`src/rtl/clock_pkg.sv`:
```
// Shared types and default timings for the digital clock alarm path.
package clock_pkg;

    typedef enum logic [1:0] {
        AL_IDLE   = 2'd0,
        AL_RING   = 2'd1,
        AL_SNOOZE = 2'd2
    } alarm_state_e;

    localparam int RING_TIMEOUT_S_DEF   = 60;
    localparam int SNOOZE_S_DEF         = 300;
    localparam int BEEP_HALF_CYCLES_DEF = 1000;
    localparam int MAX_SNOOZE_DEF       = 3;

endpackage

```
`src/rtl/alarm_beep_gen.sv`:
```
// Square-wave buzzer generator: starts high on restart, toggles every
// BEEP_HALF_CYCLES clocks while enabled, held low otherwise.
module alarm_beep_gen
    import clock_pkg::*;
#(
    parameter int BEEP_HALF_CYCLES = BEEP_HALF_CYCLES_DEF
) (
    input  logic clk,
    input  logic rst,
    input  logic en,
    input  logic restart,
    output logic buzzer
);

    localparam int CW = $clog2(BEEP_HALF_CYCLES + 1);
    localparam logic [CW-1:0] BEEP_LAST = CW'(BEEP_HALF_CYCLES - 1);

    logic [CW-1:0] beep_cnt_q, beep_cnt_d;
    logic          buzzer_q, buzzer_d;

    // en/restart describe the next state, so the buzzer lines up with ringing.
    always_comb begin
        beep_cnt_d = beep_cnt_q;
        buzzer_d   = buzzer_q;
        if (!en) begin
            beep_cnt_d = '0;
            buzzer_d   = 1'b0;
        end else if (restart) begin
            beep_cnt_d = '0;
            buzzer_d   = 1'b1;
        end else if (beep_cnt_q == BEEP_LAST) begin
            beep_cnt_d = '0;
            buzzer_d   = ~buzzer_q;
        end else begin
            beep_cnt_d = beep_cnt_q + 1'b1;
        end
    end

    always_ff @(posedge clk) begin
        if (rst) begin
            beep_cnt_q <= '0;
            buzzer_q   <= 1'b0;
        end else begin
            beep_cnt_q <= beep_cnt_d;
            buzzer_q   <= buzzer_d;
        end
    end

    assign buzzer = buzzer_q;

endmodule

```
`src/rtl/alarm_ringer.sv`:
```
// Alarm ring / snooze / timeout sequencer driven by the alarm matcher.
// Optional per-event snooze limit: define ALARM_SNOOZE_LIMIT_EN.
module alarm_ringer
    import clock_pkg::*;
#(
    parameter int RING_TIMEOUT_S   = RING_TIMEOUT_S_DEF,
    parameter int SNOOZE_S         = SNOOZE_S_DEF,
    parameter int BEEP_HALF_CYCLES = BEEP_HALF_CYCLES_DEF,
    parameter int MAX_SNOOZE       = MAX_SNOOZE_DEF
) (
    input  logic clk,
    input  logic rst,
    input  logic tick_1hz,
    input  logic match,
    input  logic armed,
    input  logic snooze,
    input  logic dismiss,
    output logic buzzer,
    output logic ringing,
    output logic snoozing,
    output logic missed
);

    localparam int RW = $clog2(RING_TIMEOUT_S + 1);
    localparam int SW = $clog2(SNOOZE_S + 1);
    localparam logic [RW-1:0] RING_LAST = RW'(RING_TIMEOUT_S - 1);
    localparam logic [SW-1:0] SNZ_LAST  = SW'(SNOOZE_S - 1);

    alarm_state_e  state_q, state_d;
    logic [RW-1:0] ring_cnt_q, ring_cnt_d;
    logic [SW-1:0] snz_cnt_q, snz_cnt_d;
    logic          match_d_q;
    logic          missed_q, missed_d;
    logic          ringing_q, snoozing_q;
    logic          trig;
    logic          snooze_ok;
    logic          beep_en, beep_restart;

`ifdef ALARM_SNOOZE_LIMIT_EN
    localparam int UW = $clog2(MAX_SNOOZE + 1);
    localparam logic [UW-1:0] USED_MAX = UW'(MAX_SNOOZE);
    logic [UW-1:0] snooze_used_q, snooze_used_d;

    assign snooze_ok = (snooze_used_q != USED_MAX);
`else
    // Unlimited snoozes; the OR keeps this constant regardless of MAX_SNOOZE.
    assign snooze_ok = 1'b1 | (MAX_SNOOZE == 0);
`endif

    // Rising edge of the level match starts at most one event per minute.
    assign trig = match & ~match_d_q & armed;

    always_comb begin
        state_d    = state_q;
        ring_cnt_d = ring_cnt_q;
        snz_cnt_d  = snz_cnt_q;
        missed_d   = missed_q;
`ifdef ALARM_SNOOZE_LIMIT_EN
        snooze_used_d = snooze_used_q;
`endif
        if (dismiss) begin
            missed_d = 1'b0;
        end
        case (state_q)
            AL_IDLE: begin
                if (trig && !dismiss) begin
                    state_d    = AL_RING;
                    ring_cnt_d = '0;
`ifdef ALARM_SNOOZE_LIMIT_EN
                    snooze_used_d = '0;
`endif
                end
            end
            AL_RING: begin
                if (!armed || dismiss) begin
                    state_d = AL_IDLE;
                end else if (snooze && snooze_ok) begin
                    state_d   = AL_SNOOZE;
                    snz_cnt_d = '0;
`ifdef ALARM_SNOOZE_LIMIT_EN
                    snooze_used_d = snooze_used_q + 1'b1;
`endif
                end else if (tick_1hz) begin
                    if (ring_cnt_q == RING_LAST) begin
                        state_d  = AL_IDLE;
                        missed_d = 1'b1;
                    end else begin
                        ring_cnt_d = ring_cnt_q + 1'b1;
                    end
                end
            end
            AL_SNOOZE: begin
                if (!armed || dismiss) begin
                    state_d = AL_IDLE;
                end else if (tick_1hz) begin
                    if (snz_cnt_q == SNZ_LAST) begin
                        state_d    = AL_RING;
                        ring_cnt_d = '0;
                    end else begin
                        snz_cnt_d = snz_cnt_q + 1'b1;
                    end
                end
            end
            default: state_d = AL_IDLE;
        endcase
    end

    always_ff @(posedge clk) begin
        if (rst) begin
            state_q    <= AL_IDLE;
            ring_cnt_q <= '0;
            snz_cnt_q  <= '0;
            match_d_q  <= 1'b0;
            missed_q   <= 1'b0;
            ringing_q  <= 1'b0;
            snoozing_q <= 1'b0;
`ifdef ALARM_SNOOZE_LIMIT_EN
            snooze_used_q <= '0;
`endif
        end else begin
            state_q    <= state_d;
            ring_cnt_q <= ring_cnt_d;
            snz_cnt_q  <= snz_cnt_d;
            match_d_q  <= match;
            missed_q   <= missed_d;
            ringing_q  <= (state_d == AL_RING);
            snoozing_q <= (state_d == AL_SNOOZE);
`ifdef ALARM_SNOOZE_LIMIT_EN
            snooze_used_q <= snooze_used_d;
`endif
        end
    end

    // Any entry into RING (from IDLE or SNOOZE) restarts the beep high.
    assign beep_en      = (state_d == AL_RING);
    assign beep_restart = beep_en && (state_q != AL_RING);

    alarm_beep_gen #(
        .BEEP_HALF_CYCLES(BEEP_HALF_CYCLES)
    ) u_beep (
        .clk    (clk),
        .rst    (rst),
        .en     (beep_en),
        .restart(beep_restart),
        .buzzer (buzzer)
    );

    assign ringing  = ringing_q;
    assign snoozing = snoozing_q;
    assign missed   = missed_q;

endmodule

```
`config.mk`:
```
export PLATFORM = sky130hd
export DESIGN_NAME = alarm_ringer
export DESIGN_NICKNAME = d
export VERILOG_FILES = /design/src/rtl/clock_pkg.sv /design/src/rtl/alarm_beep_gen.sv /design/src/rtl/alarm_ringer.sv
export SDC_FILE = /design/constraint.sdc
export NUM_CORES = 1
export LEC_CHECK = 0
export ABC_CLOCK_PERIOD_IN_PS = 1800
export BUFFER_PORTS_ARGS = -buffer_cell sky130_fd_sc_hd__buf_2
export CAP_MARGIN = 10
export CELL_PAD_IN_SITES_DETAIL_PLACEMENT = 0
export CELL_PAD_IN_SITES_GLOBAL_PLACEMENT = 2
export CORE_AREA = 2 2 73 75
export CTS_CLUSTER_SIZE = 24
export DETAILED_ROUTE_END_ITERATION = 6
export DIE_AREA = 0 0 75 77
export PLACE_DENSITY_LB_ADDON = 0.1
export SYNTH_ARGS = -nofsm -noshare
export SYNTH_HDL_FRONTEND = slang
export SYNTH_HIERARCHICAL = 1
export SYNTH_SLANG_ARGS = --single-unit
```
`constraint.sdc`:
```
create_clock -name clk -period 1.8 [get_ports clk]
set_input_delay 0.09 -clock clk [delete_from_list [all_inputs] [get_ports clk]]
set_output_delay 0.09 -clock clk [all_outputs]
set_load 0.02 [all_outputs]
```
## Yosys cells after proc, flatten, opt, wreduce, memory -nomap -nowiden

Index checks and enable logic that the tools add are counted.

| word-level totals | value |
|---|---|
| register bits | 32 |
| input bits | 7 |
| output and inout port bits | 4 |
| logic and storage cells | 80 |

| operators by class | value |
|---|---|
| $add $sub $neg | 3 |
| equality and inequality tests | 18 |
| mux-type cells | 32 |
| bitwise gates (word level) | 5 |
| reduce and logical (&&, ||, !) cells | 13 |

Operators by type and width:

| cell | number |
|---|---|
| $mux 6 | 8 |
| $mux 9 | 5 |
| $ne 2x2->1 const B | 10 |
| $pmux 6 s3 | 1 |
| $pmux 9 s2 | 1 |
| $mux 2 | 8 |
| $add 10x1->10 const B | 1 |
| $eq 10x10->1 const B | 1 |
| $add 9x1->9 const B | 1 |
| $eq 9x9->1 const B | 1 |
| $reduce_and 9->1 | 1 |
| $mux 1 | 8 |
| $add 6x1->6 const B | 1 |
| $eq 6x6->1 const B | 1 |
| $pmux 2 s3 | 1 |
| $reduce_and 6->1 | 1 |
| $eq 2x1->1 const B | 2 |
| $eq 2x2->1 const B | 2 |
| $reduce_bool 2->1 | 2 |
| $reduce_or 4->1 | 1 |
| $not 1->1 | 3 |
| $reduce_bool 3->1 | 1 |
| $and 1x1->1 | 2 |
| $logic_and 1x1->1 | 2 |
| 5 further kinds | 6 |

## Logic depth before layout (Yosys ltp)

Gate-level depths: netlist of the first run.

| depth | value |
|---|---|
| word-level depth | 9 |
| gate-level depth with buffers | 9 |
| depth with buffers taken out | 9 |

## Hierarchy

Netlist of the first run, hierarchy kept.

Modules (own cells, without submodules):

| module | times used | cells each | area each (µm²) | seq. area each (µm²) |
|---|---|---|---|---|
| alarm_ringer | 1 | 126 | 1101.1 | 420.4 |
| alarm_beep_gen | 1 | 57 | 488.0 | 220.2 |

## Worst setup path before layout of the first run

No wires, ideal clock.

| timing | value |
|---|---|
| path type | flip-flop to flip-flop |
| from | register snz_cnt_q[0] |
| to | register u_beep.beep_cnt_q[3] |
| library setup time | 0.064 ns |
| arrival | 1.907 ns |
| required time | 1.736 ns |
| path slack | -0.171 ns |
| cell stages (with the launch flop) | 10 |
| path buffers | 0 |
| period minus slack after synthesis | 1.971 ns |
| path through | dfxtp_1 -> ha_1 -> and4bb_2 -> nand3_1 -> a21oi_1 -> a21o_1 -> nand2b_1 -> nand2b_1 -> or2b_2 -> nor2_1 |

| between the ends | value |
|---|---|
| word-level cells in the longest chain between the ends | 8 |
| elaborated cells on any way between the ends | 9 |
| those cells by class | eq/ne (2); mux (4); bitwise (1); reduce/logical (2) |

Ends and longest elaborated chain:

| what | line | RTL |
|---|---|---|
| from (decl) | alarm_ringer.sv:31 | `logic [SW-1:0] snz_cnt_q, snz_cnt_d;` |
| from (signal assigned) | alarm_ringer.sv:123 | `snz_cnt_q <= snz_cnt_d;` |
| $eq 9x9->1 | alarm_ringer.sv:96 | `if (snz_cnt_q == SNZ_LAST) begin` |
| $mux 2 | alarm_ringer.sv:96 |  |
| $mux 2 | alarm_ringer.sv:95 | `end else if (tick_1hz) begin` |
| $mux 2 | alarm_ringer.sv:93 | `if (!armed \|\| dismiss) begin` |
| $pmux 2 s3 | alarm_ringer.sv:64 | `case (state_q)` |
| $eq 2x1->1 | alarm_ringer.sv:135 | `assign beep_en = (state_d == AL_RING);` |
| $logic_and 1x1->1 | alarm_ringer.sv:136 | `assign beep_restart = beep_en && (state_q != AL_RING);` |
| net beep_restart | alarm_ringer.sv:37 | `logic beep_en, beep_restart;` |
| $reduce_or 4->1 (no source line) | - |  |
| to (signal assigned) | alarm_beep_gen.sv:44 | `beep_cnt_q <= beep_cnt_d;` |
| to (decl) | alarm_beep_gen.sv:18 | `logic [CW-1:0] beep_cnt_q, beep_cnt_d;` |

The timed path passes the listed nets, and every way through them passes these cells.
A chain may end at the register's enable or synchronous reset.

## Worst setup path after layout of the first run

| timing | value |
|---|---|
| from | register snz_cnt_q[1] |
| to | register ring_cnt_q[4] |

| between the ends | value |
|---|---|
| word-level cells in the longest chain between the ends | 3 |

Ends and longest elaborated chain:

| what | line | RTL |
|---|---|---|
| $eq 9x9->1 | alarm_ringer.sv:96 |  |
| $ne 2x2->1 (no source line) | - |  |
| $reduce_and 9->1 (no source line) | - |  |
| to (signal assigned) | alarm_ringer.sv:122 | `ring_cnt_q <= ring_cnt_d;` |
| to (decl) | alarm_ringer.sv:30 | `logic [RW-1:0] ring_cnt_q, ring_cnt_d;` |

Every way passes these cells.

==> flow_metrics.env, run 1 <==
export IMPL_outcome="finished clean"
export IMPL_place_congestion=0.737
export IMPL_cap_violations=0
export IMPL_cts_buffers=5
export IMPL_dr_pass1_iters=4
export IMPL_grt_pass1_vias=1308
export IMPL_drt_met1_wl_microns=1730
export IMPL_fin_ws_ns=0.0330
export IMPL_synth_main_ff_cell="dfxtp_1"
export IMPL_powerDensity_nw_per_um2=708
export IMPL_initial_utilization=0.319
export IMPL_async_flop_share=0
export IMPL_hp_class="input port to flop"
export IMPL_met2WireLength_microns=1670
export IMPL_start_kind="flop"
export IMPL_grt_remaining_overflow=0
export IMPL_worstSetupEndpointType="flop"
export IMPL_crit_chain="ha_4 -> and4bb_2 -> buf_6 -> a41oi_4 -> nor3_4 -> nand4_1 -> mux2_4"
export IMPL_synth_area_sq_um=1590
export IMPL_coreArea_sq_um=4980
export IMPL_crit_buf_inv=1
export IMPL_synthCells=183
export IMPL_hpwl_microns=2670
export IMPL_critical_path_startpoint="snz_cnt_q[1]"
export IMPL_path_max_fanout=4
export IMPL_synth_nets=193
export IMPL_sequentialPowerShare=0.486
export IMPL_cp_data_required_time_ns=1.98
export IMPL_antenna_cells=0
export IMPL_clock_fmax_mhz=566
export IMPL_drv_slew=0
export IMPL_worstSetupPathType="flop to flop"
export IMPL_post_synth_top_count_cell="dfxtp_1"
export IMPL_drc_errors=0
export IMPL_clkPwrFrac=0.464
export IMPL_grt_max_degree=11
export IMPL_finalSetupTns_ns=0
export IMPL_layout_nets=231
export IMPL_synth_edff_count=0
export IMPL_wl_microns=3570
export IMPL_intPower_mw=1.15
export IMPL_cts_clk_slew_worst_paths_ns=0.07
export IMPL_grt_use_total=0.139
export IMPL_htree_levels=2
export IMPL_p_comb_frac=0.050
export IMPL_synth_area_leaders="dfxtp_1, nor2_1, xnor2_1, nand2_1, a21oi_1"
export IMPL_yosysTopAreaCellShare=0.403
export IMPL_cts_buffer_depth=2
export IMPL_port_buffers=10
export IMPL_fin_crit_ns=1.77
export IMPL_die_x_microns=75
export IMPL_die_area_sq_um=5780
export IMPL_clkSinkCount=32
export IMPL_yosysSeqAreaShare=0.403
export IMPL_ir_drop_v=0.000337
export IMPL_syn_to_final_growth_pct=30.7
export IMPL_switching_share=0.216
export IMPL_boundaryPins=11
export IMPL_fp_row_count=26
export IMPL_power_mw=1.47
export IMPL_drive_above_1_share=0.293
export IMPL_drtIter0Drc=41
export IMPL_synth_distinct_cells=40
export IMPL_clkLatencyLatePin_ns=0.29
export IMPL_die_y_microns=77
export IMPL_synth_largest_area_cell="dfxtp_1"
export IMPL_finish_utilization=0.417
export IMPL_setup_viol=0
export IMPL_min_from="match"
export IMPL_cpLargestDelayFamily="simple AND/OR/NAND/NOR gates"
export IMPL_ys_seq_elements=32
export IMPL_period_share=0.982
export IMPL_dr_wl_met3_microns=114
export IMPL_yosys_top_cells_count="dfxtp_1, nor2_1, nand2_1"
export IMPL_top_layer="met4"
export IMPL_skew_ns=0.00447
export IMPL_vias=1366
export IMPL_ant_nets=0
export IMPL_antenna_found_initial=0
export IMPL_critPathMaxStageDelay_ns=0.35
export IMPL_worst_slew_pin_transition_ns=0.423
export IMPL_grt_pass1_wl_microns=6090
export IMPL_worst_ep_arrival_time_ns=1.94
export IMPL_crit_reg2reg_launch="snz_cnt_q[1]"
export IMPL_finalHoldViolCount=0
export IMPL_avgRoutedWirePerCell_microns=12.2
export IMPL_cts_root_buf="clkbuf_8"
export IMPL_maxSlewHeadroom=0.718
export IMPL_p_sw_mw=0.317
export IMPL_placed_cells=281
export IMPL_avgViaCountPerCell=4.68
export IMPL_pre_cts_ws_ns=-0.0249
export IMPL_p_leak_nw=0.726
export IMPL_yosys_warnings=6
export IMPL_tritoncts="yes"
export IMPL_avgSynthCellArea_sq_um=8.68
export IMPL_rsz0062_at_grt="yes"
export IMPL_fin_cells=292
export IMPL_crit_slowest_cell="dfxtp_2"
-- metal layers --
layer  GRT usage  vias up
li1            -      722
met1       0.180      627
met2       0.211       11
met3      0.0434        6
met4      0.0589        0
met5           0        -
-- path summary, 6_finish.rpt --
| path | endpoint | slack, ns | depth (start not counted) |
|---|---|---|---|
| setup reg to reg | ring_cnt_q[4] | 0.03 | 7 |
| hold reg to reg | u_beep/beep_cnt_q[0] | 0.44 | 1 |
| hold / removal | match_d_q | 0.04 | 2 |
| setup / recovery | ring_cnt_q[4] | 0.03 | 7 |
-- metrics by stage --
step	cell area, sq um	hold slack [ns]
after floorplan	1610	0.218
final	2080	0.0393
after CTS	2040	0.0228
after global placement	1890	0.315
after global routing	2080	0.0460
after detailed placement	1890	0.327
-- layout make-up --
type | count | area, sq um
clock buffer | 6 | 72.6
tap | 70 | 87.6
timing repair buffer | 32 | 219
inverter | 13 | 48.8
clock inverter | 2 | 35.0
sequential | 32 | 643
fill | 526 | 2900
multi-input combinational | 137 | 971
-- state kept, by name, indices dropped and copies added (netlist names) --
signal and count:
u_beep/beep_cnt_q 10, snz_cnt_q 9, ring_cnt_q 6, state_q 2
match_d_q 1, missed 1, ringing 1, snoozing 1
u_beep/buzzer 1
-- power groups by stage --
stage                     combinational (mW)  clock (mW)  sequential [mW]
after global placement                0.0662           0            0.731
after global routing                  0.0808       0.751            0.715
after floorplan                       0.0368           0            0.732
after detailed placement              0.0674           0            0.731
after CTS                             0.0703       0.711            0.715
final                                 0.0730       0.683            0.715
-- logic make-up after synthesis --
| logic type | share of synthesized area |
|---|---|
| muxes | 0.0134 |
| xor gates and xnor gates | 0.0661 |
| and+or+nand+nor | 0.317 |
| adders and majority gates | 0.0236 |
| AOI/OAI and AO/OA | 0.144 |
| DFF | 0.403 |
| buffers and inverters | 0.0331 |
-- timing repair --
action,CTS,global route
hold buffers,0,0
resized for setup,3,8
pin swaps,3,7
endpoints found under the setup margin,5,14
setup buffers,3,0
cloned,0,0
-- layout by cell type, fill, tap and decap left out, types with 3 or more instances in the layout --
cell type,n
buf_4,21
nor2_1,21
a31o_2,4
and4bb_2,3
xnor2_1,9
buf_2,10
a21oi_1,8
inv_1,13
nand3_1,8
nand2_1,15
a31oi_1,3
clkbuf_8,5
o21ai_0,3
nor3_1,4
a22oi_1,3
nand4_1,5
or3_1,5
nor2b_1,7
xor2_1,3
dfxtp_1,30
No activity file was read; power rests on OpenSTA's default activity.
==> run 2, diff against run 1 <==
- ABC_CLOCK_PERIOD_IN_PS: 1800 -> 2100
- CORE_AREA: 2 2 73 75 -> 2 2 71 73
- DIE_AREA: 0 0 75 77 -> 0 0 73 75
- SKIP_LAST_GASP: default -> 1
- clock period: 1.8 -> 2.1 ns (I/O delays scaled with it)
==> run 2 against run 1 <==
Worst hold slack improved by 0.015 ns. Combinational power decreased by 27%. Total power fell by 21%. Design area fell by 10%. First-iteration DRC count grew 110%. Setup slack better by 0.11 ns. Via count decreased by 2.0%. Die area is 5.2% lower. Final cell count decreased by 10%. Non-clock buffer count shrank 14. Highest routed layer unchanged. Global-route usage up 0.55 points.
==> flow_metrics.env, run 2 (same netlist as run 1, synthesis figures left out) <==
export IMPL_cp_data_required_time_ns=2.32
export IMPL_placed_cells=253
export IMPL_crit_chain="ha_1 -> and4bb_2 -> nand3_2 -> a21oi_2 -> a21o_1 -> nand2b_1 -> nand2b_1 -> or2b_2 -> nor2_1"
export IMPL_grt_remaining_overflow=0
export IMPL_fin_crit_ns=1.96
export IMPL_grt_pass1_wl_microns=5980
export IMPL_finalSetupTns_ns=0
export IMPL_vias=1339
export IMPL_worstSetupPathType="flop to flop"
export IMPL_ff2ff_setup_slack_ns=0.14
export IMPL_powerDensity_nw_per_um2=626
export IMPL_cap_violations=0
export IMPL_worst_slew_pin_transition_ns=0.468
export IMPL_maxSlewHeadroom=0.686
export IMPL_outcome="finished clean"
export IMPL_avgRoutedWirePerCell_microns=13.2
export IMPL_die_x_microns=73
export IMPL_hp_class="input port to flop"
export IMPL_drive_above_1_share=0.192
export IMPL_htree_levels=2
export IMPL_avgViaCountPerCell=5.11
export IMPL_clkLatencyLatePin_ns=0.28
export IMPL_initial_utilization=0.341
export IMPL_clkSinkCount=32
export IMPL_cpLargestDelayFamily="simple AND/OR/NAND/NOR gates"
export IMPL_drtIter0Drc=86
export IMPL_p_leak_nw=0.635
export IMPL_regMostFlops="u_beep/beep_cnt_q"
export IMPL_place_congestion=0.781
export IMPL_drv_slew=0
export IMPL_fill_cells=463
export IMPL_start_kind="flop"
export IMPL_final_cell_mix="dfxtp_1, nor2_1, nand2_1"
export IMPL_antenna_cells=0
export IMPL_wl_microns=3460
export IMPL_path_max_fanout=5
export IMPL_largest_reg_flops=10
export IMPL_grt_pass1_vias=1269
export IMPL_die_y_microns=75
export IMPL_worst_ep_arrival_time_ns=2.18
export IMPL_period_share=0.933
export IMPL_crit_slowest_cell="dfxtp_1"
export IMPL_coreArea_sq_um=4660
export IMPL_cts_root_buf="clkbuf_8"
export IMPL_cts_buffer_depth=2
export IMPL_crit_buf_inv=0
export IMPL_finalHoldViolCount=0
export IMPL_port_buffers=10
export IMPL_dr_pass1_iters=4
export IMPL_skew_ns=0.00442
export IMPL_worstSetupEndpointType="flop"
export IMPL_rsz0062_at_grt="no"
export IMPL_cts_clk_slew_worst_paths_ns=0.07
export IMPL_finish_utilization=0.400
export IMPL_clock_fmax_mhz=510
export IMPL_layout_commonest_cell="dfxtp_1"
export IMPL_cts_hold_buffers=0
export IMPL_fp_row_count=25
export IMPL_die_area_sq_um=5480
export IMPL_layout_nets=217
export IMPL_critPathMaxStageDelay_ns=0.34
export IMPL_boundaryPins=11
export IMPL_reg_top3="u_beep/beep_cnt_q (10), snz_cnt_q (9), ring_cnt_q (6)"
export IMPL_tritoncts="yes"
export IMPL_antenna_found_initial=0
export IMPL_grt_use_total=0.145
export IMPL_fin_cells=262
export IMPL_drc_errors=0
export IMPL_cts_buffers=5
export IMPL_hpwl_microns=2600
export IMPL_ant_nets=0
export IMPL_syn_to_final_growth_pct=17.3
export IMPL_setup_viol=0
export IMPL_grt_max_degree=11
export IMPL_crit_top_cell="nand2b_1"
export IMPL_ir_drop_v=0.000372
run 2: changes by cell type in the layout (fill, tap and decap cells not counted), sizes merged:
| cell | before | now |
|---|---|---|
| buf | 32 | 18 |
| bufinv | 1 | 0 |
| clkinv | 1 | 2 |
run 2: final timing paths:
kind / startpoint / to / cells after the start
worst min-delay path: match / match_d_q / 2
worst max-delay path: snz_cnt_q[1] / u_beep/beep_cnt_q[3] / 9
worst max register to register: snz_cnt_q[1] / u_beep/beep_cnt_q[3] / 9
worst min register to register: u_beep/beep_cnt_q[0] / u_beep/beep_cnt_q[0] / 1
run 2: layer usage:
layer / up-vias / share of wire / track usage / routed length, microns
li1: 696 / - / - / -
met1: 619 / 0.50 / 0.196 / 1720
met2: 18 / 0.45 / 0.219 / 1560
met3: 6 / 0.032 / 0.0402 / 111
met4: 0 / 0.016 / 0.0556 / 57
met5: - / 0 / 0 / 0
run 2: final cells by class:
cell class              count  area, sq um  share of cell area
clock buffers               6         82.6              0.0443
repair buffers             18          110              0.0591
multi-input cells         137          905               0.485
flip-flops and latches     32          641               0.344
clock inverters             2         10.0             0.00537
well taps                  54         67.6              0.0362
inverters                  13         48.8              0.0262
run 2: timing repair:
action / in CTS / in global routing
resized for setup: 0 / 2
buffers inserted: 0 / 1
setup endpoints to repair: 0 / 5
run 2: metrics by stage:
| step | power [mW] | setup WS [ns] | hold slack, ns | area (sq um) |
|---|---|---|---|---|
| floorplan | 0.657 | 0.129 | 0.233 | 1590 |
| global placement | 0.679 | 0.166 | 0.331 | 1760 |
| detailed placement | 0.680 | 0.0963 | 0.341 | 1760 |
| CTS | 1.19 | 0.0722 | 0.0455 | 1850 |
| global route | 1.22 | 0.0112 | 0.0849 | 1860 |
| finish | 1.17 | 0.141 | 0.0542 | 1860 |
run 2: where the power goes:
| part | switching [mW] | leakage [nW] | internal [mW] |
|---|---|---|---|
| sequential | 0.00258 | 0.258 | 0.610 |
| clock | 0.239 | 0.0510 | 0.262 |
| combinational | 0.0330 | 0.326 | 0.0206 |
| total | 0.275 | 0.635 | 0.893 |
